[src/rtl/voice_allocator.sv]
// Voice allocator: queues key press/release edges and services one per clock onto NVOICES voice lanes.
// Optional build macro VOICE_STEAL_EN: steal the oldest voice when all are busy (otherwise drop the press).

module voice_lane #(
  parameter int KEY_W = 4
) (
  input  logic             clk,
  input  logic             reset,
  input  logic             load_i,
  input  logic             rel_i,
  input  logic [KEY_W-1:0] key_i,
`ifdef VOICE_STEAL_EN
  input  logic             bump_i,
  output logic [7:0]       age_o,
`endif
  output logic             gate_o,
  output logic [KEY_W-1:0] key_o,
  output logic             trig_o
);
  logic             gate_q, trig_q;
  logic [KEY_W-1:0] key_q;

  always_ff @(posedge clk or negedge reset) begin
    if (!reset) begin
      gate_q <= 1'b0;
      key_q  <= '0;
      trig_q <= 1'b0;
    end else begin
      trig_q <= load_i;
      if (load_i) begin
        gate_q <= 1'b1;
        key_q  <= key_i;
      end else if (rel_i) begin
        gate_q <= 1'b0;
      end
    end
  end

`ifdef VOICE_STEAL_EN
  logic [7:0] age_q;
  // Age counts presses seen while this voice was busy; saturates so the oldest stays oldest.
  always_ff @(posedge clk or negedge reset) begin
    if (!reset)                                  age_q <= '0;
    else if (load_i)                             age_q <= '0;
    else if (bump_i && gate_q && age_q != 8'hFF) age_q <= age_q + 8'd1;
  end
  assign age_o = age_q;
`endif

  assign gate_o = gate_q;
  assign key_o  = key_q;
  assign trig_o = trig_q;
endmodule

module voice_allocator #(
  parameter int NKEYS   = 4,
  parameter int NVOICES = 2,
  parameter int KEY_W   = 4,
  parameter int CNT_W   = 16
) (
  input  logic                     clk,
  input  logic                     reset,
  input  logic [NKEYS-1:0]         key_state,
  input  logic                     cs,
  input  logic [3:0]               addr,
  input  logic                     rd,
  output logic [31:0]              rdata,
  output logic [NVOICES-1:0]       voice_gate,
  output logic [NVOICES*KEY_W-1:0] voice_key,
  output logic [NVOICES-1:0]       voice_trig
);
  logic [NKEYS-1:0] key_prev_q, pend_on_q, pend_on_d, pend_off_q, pend_off_d;
  logic [NKEYS-1:0] rise, fall, off_oh, on_oh, clr_on, clr_off;
  logic [KEY_W-1:0] off_k, on_k;
  logic [NVOICES-1:0] holds, free_oh, load, rel;
  logic [NVOICES-1:0][KEY_W-1:0] vkey;
  logic [CNT_W-1:0] drop_cnt_q;
  logic drop_inc;

`ifdef VOICE_STEAL_EN
  logic [NVOICES-1:0][7:0] age;
  logic [NVOICES-1:0] old_oh;
  logic [7:0] best_age;
  logic [CNT_W-1:0] steal_cnt_q;
  logic bump, steal_inc;
`endif

  assign rise    = key_state & ~key_prev_q;
  assign fall    = ~key_state & key_prev_q;
  assign off_oh  = pend_off_q & (~pend_off_q + 1'b1);
  assign on_oh   = pend_on_q & (~pend_on_q + 1'b1);
  assign free_oh = ~voice_gate & (voice_gate + 1'b1);

  for (genvar v = 0; v < NVOICES; v++) begin : g_lane
    assign holds[v] = voice_gate[v] && (vkey[v] == off_k);
    voice_lane #(.KEY_W(KEY_W)) u_lane (
      .clk    (clk),
      .reset  (reset),
      .load_i (load[v]),
      .rel_i  (rel[v]),
      .key_i  (on_k),
`ifdef VOICE_STEAL_EN
      .bump_i (bump),
      .age_o  (age[v]),
`endif
      .gate_o (voice_gate[v]),
      .key_o  (vkey[v]),
      .trig_o (voice_trig[v])
    );
  end
  assign voice_key = vkey;

  // Descending scans leave the lowest matching index as the winner.
  always_comb begin
    off_k = '0;
    on_k  = '0;
    for (int k = NKEYS - 1; k >= 0; k--) begin
      if (pend_off_q[k]) off_k = KEY_W'(k);
      if (pend_on_q[k])  on_k  = KEY_W'(k);
    end
  end

`ifdef VOICE_STEAL_EN
  always_comb begin
    old_oh   = '0;
    best_age = '0;
    for (int v = NVOICES - 1; v >= 0; v--) begin
      if (age[v] >= best_age) begin
        best_age = age[v];
        old_oh   = NVOICES'(1) << v;
      end
    end
  end
`endif

  always_comb begin
    clr_on   = '0;
    clr_off  = '0;
    load     = '0;
    rel      = '0;
    drop_inc = 1'b0;
`ifdef VOICE_STEAL_EN
    bump      = 1'b0;
    steal_inc = 1'b0;
`endif
    if (|pend_off_q) begin
      clr_off = off_oh;
      // A press+release that never reached a voice vanishes without touching the voices.
      if ((|(off_oh & pend_on_q)) && !(|holds)) clr_on = off_oh;
      else                                      rel    = holds;
    end else if (|pend_on_q) begin
      clr_on = on_oh;
      if (|free_oh) begin
        load = free_oh;
`ifdef VOICE_STEAL_EN
        bump = 1'b1;
`endif
      end else begin
`ifdef VOICE_STEAL_EN
        load      = old_oh;
        bump      = 1'b1;
        steal_inc = 1'b1;
`else
        drop_inc  = 1'b1;
`endif
      end
    end
  end

  assign pend_on_d  = (pend_on_q | rise) & ~clr_on;
  assign pend_off_d = (pend_off_q | fall) & ~clr_off;

  always_ff @(posedge clk or negedge reset) begin
    if (!reset) begin
      key_prev_q <= '0;
      pend_on_q  <= '0;
      pend_off_q <= '0;
      drop_cnt_q <= '0;
    end else begin
      key_prev_q <= key_state;
      pend_on_q  <= pend_on_d;
      pend_off_q <= pend_off_d;
      drop_cnt_q <= drop_cnt_q + CNT_W'(drop_inc);
    end
  end

`ifdef VOICE_STEAL_EN
  always_ff @(posedge clk or negedge reset) begin
    if (!reset) steal_cnt_q <= '0;
    else        steal_cnt_q <= steal_cnt_q + CNT_W'(steal_inc);
  end
`endif

  always_comb begin
    rdata = '0;
    if (cs && rd) begin
      case (addr)
        4'h0:    rdata = 32'(voice_gate);
        4'h1:    rdata = 32'(voice_key);
`ifdef VOICE_STEAL_EN
        4'h2:    rdata = 32'(steal_cnt_q);
`else
        4'h2:    rdata = 32'h0;
`endif
        4'h3:    rdata = 32'(drop_cnt_q);
        4'h4:    rdata = 32'({pend_off_q, pend_on_q});
        default: rdata = 32'hDEADBEEF;
      endcase
    end
  end
endmodule
[config.mk]
export PLATFORM = sky130hd
export DESIGN_NAME = voice_allocator
export DESIGN_NICKNAME = d
export VERILOG_FILES = /design/src/rtl/voice_allocator.sv
export SDC_FILE = /design/constraint.sdc
export NUM_CORES = 1
export LEC_CHECK = 0
export ABC_CLOCK_PERIOD_IN_PS = 3100
export CELL_PAD_IN_SITES_DETAIL_PLACEMENT = 0
export CELL_PAD_IN_SITES_GLOBAL_PLACEMENT = 1
export CORE_ASPECT_RATIO = 0.9
export CORE_UTILIZATION = 37
export CTS_CLUSTER_SIZE = 20
export DETAILED_ROUTE_END_ITERATION = 10
export HOLD_SLACK_MARGIN = 0.1
export PLACE_DENSITY = 0.89
export SYNTH_ARGS = -nofsm -noshare
export SYNTH_HDL_FRONTEND = slang
export SYNTH_SLANG_ARGS = --single-unit
[constraint.sdc]
create_clock -name clk -period 3.1 [get_ports clk]
set_input_delay 0.465 -clock clk [delete_from_list [all_inputs] [get_ports clk]]
set_output_delay 0.465 -clock clk [all_outputs]
set_load 0.1 [all_outputs]
==> impl_results.md, run 1 <==
- Outcome: finished clean
- CTS Sinks: 36
- CTS tree: yes
- CP peak stage delay: 0.61 ns
- Synth unique cells: 52
- Max_cap viols: 0
- Startpoint types: primary input
- # hold bufs at CTS: 0
- LEAKAGE: 1.347 nW
- Post-synth EDFFs: 0
- Largest net degree at the start of global routing: 37
- Critical Path AT: 2.43 ns
- Ratio of cells with drive above 1 in the final layout: 26.55%
- Clock Tree Buf Depth: 2
- Final Setup Violations: 0
- Relative slew slack: 46.26%
- ANT cells: 0
- Vias: roughly 1900
- Vias in the first global route: between 1500 and 2000
- Post-Route WL: 5166 um
- Final Hold Fails: 0
- Pre-antenna DRT Iters: 4
- Most used DFF post-synth: dfrtp_1
- Critical Path RT: ~2.6 ns
- RSZ-0062 raised after global routing: false
- CP Capture Type: output port
- Setup Buffers After CTS: 0
- Final Max Slew Viols: 0
- Full die area: 6272 um2
- Register bit total from synthesis: 36
- Antenna violations before repair: 0
- # resized after CTS: 0
- Crit-path max FO: 8
- H-tree Lvls: 2
- Avg Cell Area, Syn: 9.381 um2
- Final min period: around 2.9 ns
- Worst Skew: 0.002747 ns
- Nets: around 290
- Global-route wire length before repair: 8742 um
- Drt wl/cell: 14.97 um
- Kind of critical path: primary input to output port
- Peak VDD IR: 0.0004604 V
- Placer Congestion: slightly above 0.9
- Row cnt: 26
- PwrDens: 708.9 nW/um2
- CTS Root Buffer Type: clkbuf_8
- Clk slew on worst S/H paths: 0.07 ns
- Setup total negative slack: 0 ns
- Fin crit share: just over 90%
- Post-Place Setup Slack: 0.2145 ns
- Clk Latency, worst-skew pair: between 0.2 and 0.3 ns
- Gate Count Post-Synth: ~240
- Initial drt markers: 85
- Die Y: 75.23 um
- IO buf count: 46
- Synth warnings: 0
- CP bufs+invs: 2
- I/O pin total: 56
- Initial core utilization: between 30% and 40%
- Largest delay share family, worst path: simple AND/OR/NAND/NOR gates
- Core Area: ~5700 um2
- Slowest-stage cell, CP: clkdlybuf4s50_1
- Die width: 83.37 um
- Least-Margin Pin Slew: between 0.8 and 0.9 ns
- Synthesized cell area: between 2000 and 2500 um2
- Antenna-violating nets left: 0
- Avg Vias per Cell: between 5 and 6
- Post-synthesis sequential area ratio: 40.86%
- Critical-path cell list: clkdlybuf4s50_1 > or3b_2 > nor2_1 > nand2_1 > a31oi_2 > buf_12
- DPL Wire Length: 3982 um
- Total Routing Usage GR: 17.95%
- Fmax achieved: 345.7 MHz
- Ys async rst share: 100.0%
- Worst hold path type: flop to flop
- Post-route setup slack: 0.2071 ns
- Number of CTS-inserted buffers: 5
- # DRC: 0
- Total gr overflow: 0
- Area grow syn2layout: 37.51%
kinds of logic (layout without fill, tap and decap cells):
logic type / Yosys count / count (layout) / synth area share, %
AOI/OAI and AO/OA: 54 / 54 / 16.12
and+or+nand+nor: 81 / 81 / 21.74
DFF: 36 / 36 / 40.86
buffers and inverters: 41 / 73 / 11.35
other: 1 / 9 / 0.1701
xor gates and xnor gates: 14 / 14 / 5.562
adders and majority gates: 2 / 2 / 1.135
muxes: 6 / 6 / 3.064
worst paths after layout:
check / start / to / slack [ns] / cells after the start
max in group asynchronous: reset / drop_cnt_q[3]$_DFF_PN0_ / 2.18 / 2
worst max-delay path: addr[2] / rdata[3] / 0.21 / 6
worst min register to register: drop_cnt_q[15]$_DFF_PN0_ / drop_cnt_q[15]$_DFF_PN0_ / 0.47 / 1
worst max register to register: pend_off_q[0]$_DFF_PN0_ / drop_cnt_q[15]$_DFF_PN0_ / 0.42 / 7
worst min-delay path: drop_cnt_q[15]$_DFF_PN0_ / drop_cnt_q[15]$_DFF_PN0_ / 0.47 / 1
min in group asynchronous: reset / drop_cnt_q[12]$_DFF_PN0_ / 0.60 / 2
placed cells by master (no fill, tap or decap), types with 3 or more instances in the layout:
cell and n:
dfrtp_1 36, buf_12 27, nand2_1 19, buf_4 19, nor2_1 16, a21oi_1 12
clkdlybuf4s50_1 11, conb_1 9, inv_1 8, xnor2_1 8, nand3_1 6, xor2_1 6
a21o_1 6, o21ai_0 6, clkbuf_8 6, a31oi_2 4, o22ai_1 4, mux2_2 4
nand2b_1 4, or4_1 3, nor4_1 3, nor2b_1 3, a21oi_2 3, and3_1 3
nor3_1 3, a31oi_1 3
cell usage after synthesis, drive strengths merged (2+ instances only):
master / instances / area, um2
a2111oi: 3 / 27.53
a21o: 6 / 45.04
a21oi: 15 / 75.07
a31oi: 7 / 43.79
and2: 2 / 12.51
and3: 3 / 18.77
and3b: 2 / 17.52
buf: 26 / 193.9
clkbuf: 7 / 26.28
dfrtp: 36 / 900.9
ha: 2 / 25.02
inv: 8 / 30.03
mux2: 6 / 67.56
nand2: 19 / 71.32
nand2b: 4 / 25.02
nand3: 6 / 30.03
nand3b: 2 / 15.01
nor2: 17 / 63.81
nor2b: 4 / 27.53
nor3: 4 / 31.28
nor3b: 2 / 15.01
nor4: 5 / 61.31
nor4bb: 2 / 20.02
o21a: 2 / 15.01
o21ai: 6 / 30.03
o22ai: 4 / 25.02
o31ai: 2 / 15.01
or3b: 2 / 17.52
or4: 3 / 22.52
xnor2: 8 / 70.07
xor2: 6 / 52.55
metal layers:
layer  GRT usage (%)  share of wire [%]  wire [um]  up-vias
met4           4.981                1.2         63        0
met3           3.947                4.3        224        7
met1           24.49                 48       2468      902
met5               0                  0          0        -
met2           29.23                 47       2408       61
li1                -                  -          -      880
state kept, by name, summed over array words and instances (netlist names):
| signal | cells |
|---|---|
| g_lane.u_lane.key_o | 4 |
| pend_on_q | 4 |
| key_prev_q | 4 |
| g_lane.u_lane.trig_o | 2 |
| g_lane.u_lane.gate_o | 2 |
| drop_cnt_q | 16 |
| pend_off_q | 4 |
layout make-up:
class | count | area [um2]
tap | 70 | 87.58
timing repair buffer | 57 | 793.3
sequential | 36 | 900.9
multi-input combinational | 166 | 1127
inverter | 8 | 30.03
clock inverter | 2 | 10.01
clock buffer | 6 | 82.58
fill | 508 | 2694
through the flow:
| step | instance area (um2) | utilization [%] | power, mW | hold slack (ns) | instances |
|---|---|---|---|---|---|
| after CTS | 3032 | 52.95 | 2.157 | 0.4716 | 345 |
| final | 3032 | 52.95 | 2.149 | 0.4671 | 345 |
| after floorplan | 2278 | - | 1.556 | 0.1694 | 243 |
| after global routing | 3032 | 52.95 | 2.257 | 0.5047 | 345 |
| after detailed placement | 2939 | 51.33 | 1.814 | 0.4594 | 337 |
| after global placement | 2939 | 51.33 | 1.795 | 0.4574 | 337 |
report_power, final:
| part | leakage, nW | switching, mW | internal [mW] | total [mW] |
|---|---|---|---|---|
| Clock | 0.0510 | 0.166 | 0.177 | 0.343 |
| Sequential | 0.466 | 0.168 | 0.562 | 0.729 |
| Combinational | 0.830 | 0.753 | 0.323 | 1.08 |
worst register-to-register path, stage by stage (launching register included):
cell,delay [ns]
dfrtp_1,0.39
or4_1,0.59
nor4_1,0.34
ha_1,0.25
nand3_1,0.13
or4_1,0.61
nor2_1,0.16
xor2_1,0.15
(Power assumes the default switching activity.)
==> run 2, diff against run 1 <==
CELL_PAD_IN_SITES_DETAIL_PLACEMENT = 2   (was 0)
CELL_PAD_IN_SITES_GLOBAL_PLACEMENT = 2   (was 1)
CORE_MARGIN = 5   (was default)
CORE_UTILIZATION = 29   (was 37)
PLACE_DENSITY = 0.88   (was 0.89)
RECOVER_POWER = 25   (was default)
==> impl_results.md, run 2 (synthesis results as in run 1) <==
- Area grow syn2layout: 39.73%
- Vias in the first global route: 2189 (+29%)
- Highest-count cells in the layout ignoring fill and taps: dfrtp_1 (36), buf_12 (27), buf_4 (21)
- Peak VDD IR: 0.0005999 V (+30%)
- Final Setup Violations: 0 (unchanged)
- Setup total negative slack: 0 ns (unchanged)
- I/O pin total: 56 (unchanged)
- Clock Tree Buf Depth: 2 (unchanged)
- Number of CTS-inserted buffers: 5 (unchanged)
- Max_cap viols: 1 (+1)
- Worst r2r path cells: 8 (+1)
- Comb pwr share: 51.4% (+1.3 points)
- Least-Margin Pin Slew: 1.981 ns (+1.177 ns)
- Largest register by flop count: drop_cnt_q
- # hold bufs at CTS: 0 (unchanged)
- CP Launch Point: addr[0]
- # resized after CTS: 0 (unchanged)
- Seq pwr share: 32.8% (-1.1 points)
- ANT cells: 0 (unchanged)
- Final Max Slew Viols: 37 (+37)
- Die Y: 92.72 um (+23%)
- Largest net degree at the start of global routing: 37 (unchanged)
- Pre-antenna DRT Iters: 5 (+1)
- Kind of critical path: primary input to output port
- Ratio of cells with drive above 1 in the final layout: 26.26% (-0.29 points)
- Core Area: 7470 um2 (+30%)
- Wire length on met2: 3588 um (+49%)
- Fmax achieved: 357.0 MHz (+3.3%)
- Initial core utilization: 29.51% (-9.0 points)
- Clk Latency, worst-skew pair: 0.29 ns (about the same)
- Post-Place Setup Slack: 0.2793 ns (+0.06479 ns)
- CTS Root Buffer Type: clkbuf_8
- Critical Path AT: 2.34 ns (-0.09 ns)
- LEAKAGE: 1.354 nW (+0.55%)
- # DRC: 0 (unchanged)
- R2R Path End: drop_cnt_q[12]$_DFF_PN0_
- RSZ-0062 raised after global routing: false
- Worst Skew: 0.007920 ns (+0.005173 ns)
- CTS tree: yes
- Antenna-violating nets left: 0 (unchanged)
- Net load switching power: 1.141 mW (+5.0%)
- Total power: 2.214 mW (+3.0%)
- Nets: 291 (+1.0%)
- CTS Sinks: 36 (unchanged)
- Post-Route WL: 7256 um (+40%)
- Drt wl/cell: 19.40 um (+30%)
- Initial drt markers: 93 (+9.4%)
- Full die area: 9448 um2 (+51%)
- Worst hold path type: flop to flop
- Max FFs per register: 16 (unchanged)
- Clk slew on worst S/H paths: 0.07 ns (about the same)
- Reg2Reg Setup Slack: 0.44 ns (+0.02 ns)
- Die width: 101.9 um (+22%)
- Final min period: 2.801 ns (-0.09203 ns)
- Outcome: complete, but fails checks
- Global-route wire length before repair: 11590 um (+33%)
- Commonest non-fill, non-tap cell in the layout: dfrtp_1
- Antenna violations before repair: 0 (unchanged)
- Worst r2r src: pend_off_q[0]$_DFF_PN0_
- Wire length on met3: 391 um (+75%)
- Sw frac: 51.53% (+0.95 points)
- Final Hold Fails: 0 (unchanged)
- Startpoint types: primary input
- Post-route setup slack: 0.2991 ns (+0.09203 ns)
- IO buf count: 46 (unchanged)
- Critical Path RT: 2.63 ns (about the same)
- CP Capture Type: output port
- Failing checks: max-capacitance violations, max-slew violations
- Row cnt: 30 (+15%)
- Total Routing Usage GR: 15.63% (-2.3 points)
- Setup Buffers After CTS: 0 (unchanged)
- Total gr overflow: 0 (unchanged)
- Fin crit share: 90.35% (-3.0 points)
- DPL Wire Length: 5491 um (+38%)
- Avg Vias per Cell: 5.174 (-3.5%)
- Met1 WL: 3196 um (+29%)
- H-tree Lvls: 2 (unchanged)
- Top Metal Used: met4
- Relative slew slack: -32.07% (-78 points)
- Crit-path max FO: 17 (+9)
- Placer Congestion: 0.8133 (-11%)
- PwrDens: 718.7 nW/um2 (+1.4%)
- Cell internal pwr: 1.073 mW (+1.0%)
- Vias: 1935 (+4.6%)
- Clock power frac: 15.7% (-0.3 points)
- Crit path to: rdata[9]
==> run 2: cell count changes in the layout (fill, tap and decap cells not counted), sizes merged <==
cell,delta
clkdlybuf4s50,-5
dlygate4sd3,+5
clkbuf,+3
buf,+2
clkinv,-2
==> run 2: power by group through the flow <==
stage	clock network, mW	logic (mW)	registers [mW]
finish	0.348	1.14	0.727
global route	0.378	1.19	0.743
floorplan	0	0.704	0.852
detailed placement	0	1.14	0.735
global placement	0	1.10	0.722
CTS	0.352	1.15	0.726
==> run 2: final cells by class <==
| type | instances | area (um2) |
|---|---|---|
| Clock buffer | 8 | 90.09 |
| Fill cell | 803 | 4389 |
| Inverter | 8 | 30.03 |
| Multi-Input combinational cell | 166 | 1127 |
| Sequential cell | 36 | 900.9 |
| Tap cell | 96 | 120.1 |
| Timing Repair Buffer | 60 | 812.0 |
==> run 2: worst min path at each step <==
| stage | endpoint | slack (ns) | cells after the start | from |
|---|---|---|---|---|
| global placement | pend_off_q[3]$_DFF_PN0_ | 0.46 | 2 | key_prev_q[3]$_DFF_PN0_ |
| CTS | drop_cnt_q[15]$_DFF_PN0_ | 0.48 | 1 | drop_cnt_q[15]$_DFF_PN0_ |
| finish | drop_cnt_q[15]$_DFF_PN0_ | 0.48 | 1 | drop_cnt_q[15]$_DFF_PN0_ |
| detailed placement | drop_cnt_q[15]$_DFF_PN0_ | 0.47 | 1 | drop_cnt_q[15]$_DFF_PN0_ |
| floorplan | drop_cnt_q[0]$_DFF_PN0_ | 0.17 | 0 | reset |
| global route | drop_cnt_q[15]$_DFF_PN0_ | 0.49 | 1 | drop_cnt_q[15]$_DFF_PN0_ |
==> run 2: metal layers <==
| metal | track usage (%) | up-vias |
|---|---|---|
| met1 | 21.46 | 989 |
| met3 | 2.184 | 8 |
| met4 | 4.153 | 0 |
| li1 | - | 883 |
| met2 | 25.65 | 55 |
| met5 | 0 | - |
==> run 2: worst max-delay path, cell delays in order <==
cell	delay, ns
clkdlybuf4s50_1	0.54
or2_2	0.17
a21oi_1	0.12
nor2_4	0.65
a21o_1	0.20
buf_12	0.18
==> run 2: per-stage QoR <==
| step | cells | hold WS, ns | utilization (%) | cell area (um2) |
|---|---|---|---|---|
| final | 374 | 0.4765 | 41.24 | 3080 |
| after global routing | 374 | 0.4912 | 41.24 | 3080 |
| after CTS | 374 | 0.4838 | 41.29 | 3084 |
| after detailed placement | 366 | 0.4713 | 40.08 | 2994 |
| after global placement | 366 | 0.4643 | 40.08 | 2994 |
| after floorplan | 243 | 0.1694 | - | 2278 |
==> run 3, diff against run 2 <==
CORE_UTILIZATION = 30   (was 29)
PLACE_DENSITY = 0.89   (was 0.88)
SYNTH_HIERARCHICAL = 1   (was default)
==> impl_results.md, run 3 <==
- Synth area leader: dfrtp_1
- Core Area: 7148 um2 (-4.3%)
- Commonest non-fill, non-tap cell in the layout: dfrtp_1
- Antenna-violating nets left: 0 (unchanged)
- PwrDens: 813.2 nW/um2 (+13%)
- Net load switching power: 1.339 mW (+17%)
- Nets: 290 (-0.34%)
- Full die area: 9278 um2 (-1.8%)
- Ratio of cells with drive above 1 in the final layout: 28.16% (+1.9 points)
- # hold bufs at CTS: 0 (unchanged)
- Count leader, synth: dfrtp_1
- Max FFs per register: 16 (unchanged)
- Critical-path cell list: nor3_1 > nand2_1 > a21oi_1 > and3_1 > ha_1 > ha_1 > nand2_1 > nor2_1 > nand4_1 > xnor2_1
- Kind of critical path: flop to flop
- Synth unique cells: 45 (-13%)
- Crit-path max FO: 6 (-11)
- Drt wl/cell: 19.92 um (+2.7%)
- Seq pwr share: 33.4% (+0.6 points)
- Fin crit share: 93.32% (+3.0 points)
- Die Y: 91.88 um (-0.90%)
- Endpoint, Worst Hold: drop_cnt_q[15]$_DFF_PN0_
- Least-Margin Pin Slew: 2.245 ns (+0.2639 ns)
- Largest net degree at the start of global routing: 41 (+11%)
- Final Max Slew Viols: 41 (+11%)
- Pre-antenna DRT Iters: 4 (-1)
- Outcome: complete, but fails checks
- Avg Cell Area, Syn: 9.801 um2 (+4.5%)
- Setup total negative slack: 0 ns (unchanged)
- Post-synthesis sequential area ratio: 44.79% (+3.9 points)
- Comb pwr share: 52.1% (+0.7 points)
- RSZ-0062 raised after global routing: false
- Clk slew on worst S/H paths: 0.08 ns (about the same)
- Hold path cells: 1 (unchanged)
- CTS Root Buffer Type: clkbuf_8
- Final Hold Fails: 0 (unchanged)
- Met1 WL: 3331 um (+4.2%)
- Wire length on met2: 3512 um (-2.1%)
- Slowest-stage cell, CP: dfrtp_1
- CTS Sinks: 40 (+11%)
- Fmax achieved: 345.7 MHz (-3.2%)
- Final hold slack: 0.4813 ns (+0.004852 ns)
- Final min period: 2.893 ns (+0.09192 ns)
- CP Capture Type: flop
- Critical Path AT: 3.07 ns (+0.73 ns)
- Post-Route WL: 7369 um (+1.6%)
- Startpoint types: flop
- Most used DFF post-synth: dfrtp_1
- LEAKAGE: 1.375 nW (+1.5%)
- Initial core utilization: 31.26% (+1.7 points)
- CTS tree: yes
- Total gr overflow: 0 (unchanged)
- Relative slew slack: -49.66% (-18 points)
- Final Setup Violations: 0 (unchanged)
- Wire length on met3: 371 um (-5.1%)
- Worst hold path startpoint: drop_cnt_q[15]$_DFF_PN0_
- ANT cells: 0 (unchanged)
- Worst r2r src: pend_off_q[1]$_DFF_PN0_
- H-tree Lvls: 2 (unchanged)
- Cell internal pwr: 1.197 mW (+12%)
- Global-route wire length before repair: 12190 um (+5.1%)
- Area grow syn2layout: 39.59%
- Multi-input gate area: 1099 um2 (-2.6%)
- Sw frac: 52.80% (+1.3 points)
- Vias: 1923 (-0.62%)
- Worst Skew: 0.006408 ns (-0.001512 ns)
- Failing checks: max-capacitance violations, max-slew violations
- Max_cap viols: 1 (unchanged)
- Die width: 101.0 um (-0.91%)
- Clock Tree Buf Depth: 2 (unchanged)
- Clk Latency, worst-skew pair: 0.29 ns (about the same)
- Share of the synthesized area in the top cell type: 44.79% (+3.9 points)
- Register area: 1001 um2 (+11%)
- Synthesized cell area: 2235 um2 (+1.4%)
- I/O pin total: 56 (unchanged)
- IO buf count: 50 (+8.7%)
- Gate Count Post-Synth: 228 (-3.0%)
- Vias in the first global route: 2210 (+0.96%)
- CP peak stage delay: 0.46 ns (-0.19 ns)
- Largest register by flop count: drop_cnt_q
- Highest-count cells in the layout ignoring fill and taps: dfrtp_1 (40), buf_12 (27), a21oi_1 (24)
- Register bit total from synthesis: 40 (+11%)
- Worst hold path type: flop to flop
- Antenna violations before repair: 0 (unchanged)
- Initial drt markers: 56 (-40%)
- Post-synth EDFFs: 0 (unchanged)
- Total Routing Usage GR: 16.75% (+1.1 points)
- Ys async rst share: 100.0% (unchanged)
- Peak VDD IR: 0.0007173 V (+20%)
- Critical Path RT: 3.28 ns (+0.65 ns)
- Avg Vias per Cell: 5.197 (+0.45%)
- Layout fillers: 751 (-6.5%)
- DPL Wire Length: 5685 um (+3.5%)
- Reg2Reg Setup Slack: 0.21 ns (-0.23 ns)
- Number of CTS-inserted buffers: 5 (unchanged)
- Commonest cells post-synth: dfrtp_1 (40), a21oi_1 (30), buf_4 (15)
- Top Metal Used: met4
- R2R Path End: drop_cnt_q[10]$_DFF_PN0_
- Clock power frac: 14.4% (-1.3 points)
- Synth warnings: 6 (+6)
- Area contributors post-synth: dfrtp_1 (45%), a21oi_1 (6.7%), xnor2_1 (5.5%)
- # DRC: 0 (unchanged)
- Worst r2r path cells: 10 (+2)
- Row cnt: 29 (-3.3%)
- Placer Congestion: 0.7903 (-2.8%)
-- run 3: changes by cell type after synthesis, sizes merged, moves of 5 or more --
| cell | previous run | this run |
|---|---|---|
| a21oi | 15 | 30 |
| o21ai | 6 | 14 |
| buf | 26 | 19 |
| nand2 | 19 | 13 |
| xnor2 | 8 | 14 |
| a31oi | 7 | 2 |
| nor3 | 4 | 9 |
-- run 3: kinds of logic after synthesis --
group | after synthesis | synth area share, %
flops | 40 | 44.79
mux | 10 | 4.927
simple gates | 63 | 15.85
xor+xnor | 16 | 6.271
compound gates | 63 | 18.03
buf+inv | 33 | 8.847
other cells | 1 | 0.1678
fa+ha+maj | 2 | 1.120
-- run 3: worst max-delay path: cells and delay by family (launching register included) --
kind / cells / cell delay (ns)
and+or+nand+nor: 6 / 1.49
DFF: 1 / 0.46
adders and majority gates: 2 / 0.41
AOI/OAI and AO/OA: 1 / 0.27
xor gates and xnor gates: 1 / 0.14
-- run 3: repair_timing --
action,CTS,global route
hold endpoints to repair,0,0
endpoints found under the setup margin,0,1
buffers inserted,0,0
resized for setup,0,1
-- run 3: final cells by class --
class / count / share of cell area [%]
multi-input combinational: 163 / 35.22
sequential: 40 / 32.09
timing repair buffer: 55 / 24.75
tap: 93 / 3.730
clock buffer: 8 / 2.888
inverter: 11 / 1.324
-- run 3: routing by layer --
metal,vias to the layer above,track usage [%]
li1,879,-
met1,980,22.81
met2,51,26.43
met3,13,3.566
met4,0,5.537
met5,-,0
-- run 3: worst max-delay path by stage --
stage	endpoint	startpoint	slack [ns]	cells past startpoint
global placement	rdata[5]	addr[0]	0.34	6
CTS	drop_cnt_q[15]$_DFF_PN0_	pend_off_q[1]$_DFF_PN0_	0.16	9
detailed placement	drop_cnt_q[15]$_DFF_PN0_	pend_off_q[1]$_DFF_PN0_	0.23	9
global route	drop_cnt_q[10]$_DFF_PN0_	pend_off_q[1]$_DFF_PN0_	0.02	10
finish	drop_cnt_q[10]$_DFF_PN0_	pend_off_q[1]$_DFF_PN0_	0.21	10
floorplan	rdata[0]	g_lane[0].u_lane/gate_o$_DFFE_PN0P_	0.04	4
-- run 3: power by group through the flow --
stage | sequential [mW] | combinational [mW] | clock (mW)
finish | 0.848 | 1.32 | 0.366
global route | 0.865 | 1.38 | 0.404
CTS | 0.844 | 1.34 | 0.376
detailed placement | 0.848 | 1.33 | 0
global placement | 0.834 | 1.29 | 0
floorplan | 1.26 | 0.536 | 0
-- run 3: stage by stage --
stage,utilization [%],power (mW),setup slack (ns),instance area [um2],instances
finish,43.64,2.537,0.2072,3119,370
global route,43.64,2.654,0.02349,3119,370
CTS,43.62,2.556,0.1594,3118,370
detailed placement,42.36,2.177,0.2297,3028,362
global placement,42.36,2.122,0.3392,3028,362
floorplan,-,1.794,0.03722,2295,236
